`src/rtl/word_serial_adder.sv`:
```
// Word-serial wide adder: sequences an N*WORDS-bit add through one external N-bit adder.
// Optional subtract mode is compiled in with `define WORD_SERIAL_ADDER_SUB_EN.
module word_serial_adder #(
    parameter int unsigned N     = 8,
    parameter int unsigned WORDS = 4
) (
    input  logic                 clk,
    input  logic                 reset,
    input  logic                 start,
    input  logic [N*WORDS-1:0]   op_a,
    input  logic [N*WORDS-1:0]   op_b,
`ifdef WORD_SERIAL_ADDER_SUB_EN
    input  logic                 sub,
`endif
    output logic                 busy,
    output logic                 done,
    output logic [N*WORDS-1:0]   result,
    output logic                 carry_out,
    output logic [N-1:0]         add_a,
    output logic [N-1:0]         add_b,
    output logic                 add_cin,
    input  logic [N-1:0]         add_sum,
    input  logic                 add_cout
);

    localparam int unsigned W  = N * WORDS;
    localparam int unsigned IW = (WORDS > 1) ? $clog2(WORDS) : 1;

    typedef enum logic [1:0] {
        S_IDLE = 2'd0,
        S_RUN  = 2'd1,
        S_DONE = 2'd2
    } state_t;

    state_t          state_q;
    logic [IW-1:0]   idx_q;
    logic [W-1:0]    a_q;
    logic [W-1:0]    b_q;
    logic            c_q;
    logic [W-1:0]    result_q;
    logic            carry_q;
    logic            busy_q;
    logic            done_q;
    logic            sub_c;

`ifdef WORD_SERIAL_ADDER_SUB_EN
    assign sub_c = sub;
`else
    assign sub_c = 1'b0;
`endif

    // Operand registers shift down one word per RUN cycle, so the adder always sees bits [N-1:0];
    // they are cleared on leaving RUN, which keeps add_a/add_b/add_cin at zero outside RUN.
    always_ff @(posedge clk) begin
        if (reset) begin
            state_q  <= S_IDLE;
            idx_q    <= '0;
            a_q      <= '0;
            b_q      <= '0;
            c_q      <= 1'b0;
            result_q <= '0;
            carry_q  <= 1'b0;
            busy_q   <= 1'b0;
            done_q   <= 1'b0;
        end else begin
            case (state_q)
                S_IDLE: begin
                    if (start) begin
                        a_q      <= op_a;
                        b_q      <= sub_c ? ~op_b : op_b;
                        c_q      <= sub_c;
                        idx_q    <= '0;
                        result_q <= '0;
                        busy_q   <= 1'b1;
                        state_q  <= S_RUN;
                    end
                end
                S_RUN: begin
                    for (int unsigned w = 0; w < WORDS; w++) begin
                        if (idx_q == IW'(w)) begin
                            result_q[w*N +: N] <= add_sum;
                        end
                    end
                    if (idx_q == IW'(WORDS - 1)) begin
                        carry_q <= add_cout;
                        c_q     <= 1'b0;
                        a_q     <= '0;
                        b_q     <= '0;
                        idx_q   <= '0;
                        done_q  <= 1'b1;
                        state_q <= S_DONE;
                    end else begin
                        c_q   <= add_cout;
                        a_q   <= a_q >> N;
                        b_q   <= b_q >> N;
                        idx_q <= idx_q + IW'(1);
                    end
                end
                S_DONE: begin
                    done_q  <= 1'b0;
                    busy_q  <= 1'b0;
                    state_q <= S_IDLE;
                end
                default: begin
                    state_q <= S_IDLE;
                end
            endcase
        end
    end

    assign add_a     = a_q[N-1:0];
    assign add_b     = b_q[N-1:0];
    assign add_cin   = c_q;
    assign result    = result_q;
    assign carry_out = carry_q;
    assign busy      = busy_q;
    assign done      = done_q;

endmodule

```
`config.mk`:
```
export PLATFORM = sky130hd
export DESIGN_NAME = word_serial_adder
export DESIGN_NICKNAME = d
export VERILOG_FILES = /design/src/rtl/word_serial_adder.sv
export SDC_FILE = /design/constraint.sdc
export NUM_CORES = 1
export LEC_CHECK = 0
export ABC_AREA = 1
export BUFFER_PORTS_ARGS = -buffer_cell sky130_fd_sc_hd__buf_4
export CORE_MARGIN = 1
export CORE_UTILIZATION = 54
export DETAILED_ROUTE_END_ITERATION = 7
export PLACE_DENSITY = 0.81
export RECOVER_POWER = 100
export SKIP_LAST_GASP = 1
export SLEW_MARGIN = 15
export SYNTH_ARGS = -nofsm -noshare
export SYNTH_HDL_FRONTEND = slang
export SYNTH_SLANG_ARGS = --single-unit
```
`constraint.sdc`:
```
create_clock -name clk -period 2.4 [get_ports clk]
set_input_delay 0.12 -clock clk [delete_from_list [all_inputs] [get_ports clk]]
set_output_delay 0.12 -clock clk [all_outputs]
set_load 0.02 [all_outputs]
```
==> summary.txt <==
Setup path
  • Reg2Reg Setup Slack: 0.52 ns
  • CP startpoint kind: flip-flop
  • Crit-path cells: o21ai_0 > inv_2 > o21ai_0 > nor2_1
  • Crit-path most repeated cell: o21ai_0
  • CP endpoint kind: flip-flop
  • RR Startpoint: state_q[0]$_SDFFE_PP0P_
  • CP max FO: 49
  • WS Path Type: flip-flop to flip-flop
  • Worst path slowest cell: dfxtp_1
  • Register-to-Register Path Depth: 4
  • Critical Path RT: 2.69 ns
  • Reg2reg end: b_q[19]$_SDFFE_PP0P_
  • CP arrival: 2.17 ns
  • CP max stage delay: 0.63 ns

Synth
  • Complex-gate fraction of the synthesized area: about an eighth
  • Simple-Gate Fraction of Synth Area: 30.2%
  • Register area share after synthesis: 46.1%
  • Post-Synth XOR/XNOR Area: 0%
  • Adder-cell share of the synthesized area: 1.39%
  • Mapped Nets: ~740
  • Mean Syn Cell Area: 6.84 sq um
  • Synth Register Bits: 104
  • Largest family of logic cells by synthesized area: simple AND/OR/NAND/NOR gates
  • Area contributors post-synth: dfxtp_1, nand2_1, nor2_1, o21ai_0, a21oi_1
  • Synth area leader: dfxtp_1
  • Mapped Cells: 660
  • Count of cell types in the netlist: 19
  • Cell area after synthesis: 0.00451 sq mm
  • Mux cell area share after synthesis: 0%
  • Yosys warns: 0
  • Top cell type's share of synthesized area: between 40% and 50%

Floorplanning
  • Die ar.: between 0.008 and 0.009 sq mm
  • Die Wd: 93.4 microns
  • # IOs: roughly 130
  • Initial core utilization: 57.2%
  • Cell Rows: 32
  • Die height: 93.4 microns
  • Core box area: 0.00789 sq mm

Timing
  • Hold Fails Final Rpt: 0
  • Fin crit share: 78.4%
  • F_max: 531 MHz
  • Final Critical Period: 1.88 ns
  • Setup violators final: 0
  • Final Skew: 0.0112 ns
  • RSZ-0062 raised after global routing: false
  • Max-slew violation count: 0
  • Max_slew headroom: slightly above 50%
  • Measured slew at the worst slew-check pin: 0.722 ns
  • Final TNS setup: 0 ns

Power
  • Comb power frac: between 10% and 20%
  • NetSw: 1.14 mW
  • Total Power: 3.77 mW
  • VDD IR max: about 0.00037 V
  • Pwr Density: 704 mW/mm^2
  • Flop pwr share: around 51%
  • Sw Ratio: 30.3%
  • Pint: 2.63 mW
  • Leak: 2.45 nW
  • Clock share of power: 29.4%

GRT
  • First-pass GRT wire length: 18,100 microns
  • Largest net degree at the start of global routing: 67
  • Vias in the first global route: about 4,100
  • Total congestion overflow: 0
  • Number of antenna violations at the first check in global routing: 0
  • Total GRT Usage: 25.8%

Worst hold path
  • Hold path cells: 3
  • Worst Hold Class: input port to flip-flop
  • WHS Endpoint: a_q[24]$_SDFFE_PP0P_
  • Hold Crit Start: op_a[24]

Finish
  • Layout area overhead: 18.6%
  • Ant. Diodes: 0
  • Most frequent cells in the layout: nand2_1, nor2_1, dfxtp_1
  • Most common cell after layout, fill and taps aside: nand2_1
  • Fillers: about 730
  • Layout cells sized above 1: 13.2%
  • Non-filler cells, final: between 800 and 900
  • Final Net Count: between 800 and 900

Clock tree
  • CTS root buf: clkbuf_8
  • Clk sinks: between 100 and 150
  • TritonCTS buffer count: 9
  • Clock Latency Late Sink: 0.36 ns
  • # H-tree levels: 3
  • # Post-CTS Setup Buffers: 0
  • Max Buffers Root-to-Sink: 2
  • Clock transition at the registers of the reported paths: 0.09 ns
  • CTS tree: built

Drt
  • Total vias in the final route: around 4,300
  • Total Wirelength: around 11,000 microns
  • Vias per cell: 5.03
  • Final ANT Viol Nets: 0
  • DR WL/cell: approximately 13 microns
  • Initial DRC Count: 260
  • DRC: 0
  • Drt pass-1 iters: 5

Place
  • Gpl congestion: 0.884
  • Buffers on Ports: 127
  • Placed Cells: 841
  • DP Wirelength: 7490 microns

Run
  • Max-cap violations: 0

Run status
  • Status: complete, no violations
[how the worst max path moves through the flow]
stage / startpoint / end / depth (start not counted) / slack (ns)
floorplan: idx_q[0]$_SDFFE_PP0P_ / result[24]$_SDFFE_PP0P_ / 7 / 1.03
global placement: state_q[0]$_SDFFE_PP0P_ / b_q[14]$_SDFFE_PP0P_ / 7 / 0.69
detailed placement: state_q[0]$_SDFFE_PP0P_ / a_q[8]$_SDFFE_PP0P_ / 7 / 0.64
CTS: state_q[0]$_SDFFE_PP0P_ / a_q[8]$_SDFFE_PP0P_ / 7 / 0.62
global route: state_q[0]$_SDFFE_PP0P_ / a_q[20]$_SDFFE_PP0P_ / 4 / 0.34
finish: state_q[0]$_SDFFE_PP0P_ / b_q[19]$_SDFFE_PP0P_ / 4 / 0.52
[area by class of cell]
class,instances,area (sq um),area share (%)
Clock buffer,10,138,2.57
Multi-Input combinational cell,464,1970,36.9
Inverter,39,146,2.73
Tap cell,102,128,2.38
Clock inverter,6,68.8,1.29
Sequential cell,104,2080,38.9
Timing Repair Buffer,133,818,15.3
[power by group through the flow]
stage	Combinational, mW	Clock [mW]	Sequential [mW]
finish	0.726	1.11	1.94
global route	0.814	1.20	1.95
CTS	0.772	1.12	1.94
detailed placement	0.767	0	1.98
global placement	0.753	0	1.97
floorplan	0.520	0	1.98
[sequential cells by signal (all words and copies together) (netlist names)]
name	count
busy	1
result	32
idx_q	2
b_q	32
state_q	2
carry_out	1
a_q	32
done	1
add_cin	1
[layer usage]
metal	GRT usage, %	up-vias	wire [microns]
met4	9.74	0	176
met2	43.6	147	5210
met1	32.3	1921	4830
met3	5.37	18	702
met5	0	-	0
li1	-	2229	-
[critical path, delay by kind of cell, from the launching register on]
kind | cells | cell delay (ns)
AO/OA/AOI/OAI | 2 | 0.45
buffers and inverters | 1 | 0.57
flip-flops | 1 | 0.63
AND/OR/NAND/NOR | 1 | 0.16
[metrics by stage]
step	instance area (sq um)	hold WS (ns)	utilization, %	setup slack [ns]
6_report	5360	0.0116	67.9	0.518
5_1_grt	5360	0.0142	67.9	0.344
4_1_cts	5560	0.00992	70.5	0.621
3_5_place_dp	5350	0.351	67.8	0.639
3_3_place_gp	5350	0.351	67.8	0.686
2_1_floorplan	4510	0.231	-	1.03
[cell usage after synthesis]
master    number
inv_1         37
ha_1           5
nor2_2         1
a21oi_1       39
clkbuf_1      15
nand2_2        1
nand3_1       21
o21ai_2        1
buf_6          3
nor3_1         1
buf_2         17
nor2_1       105
buf_4         18
dfxtp_1      104
nand2_1      214
o21ai_1       10
inv_2          2
o21ai_0       59
nand4_1        7
[what timing repair did]
| item | 4_1_cts | 5_1_grt |
|---|---|---|
| hold buffers | 1 | 0 |
| resized for setup | 0 | 0 |
| hold endpoints to repair | 1 | 0 |
[cells by family after synthesis]
| family | count (synthesis) |
|---|---|
| AO/OA/AOI/OAI | 109 |
| adder cells (fa/ha/maj) | 5 |
| buffers and inverters | 92 |
| flip-flops | 104 |
| AND/OR/NAND/NOR | 350 |
No activity file was read; power rests on OpenSTA's default activity.
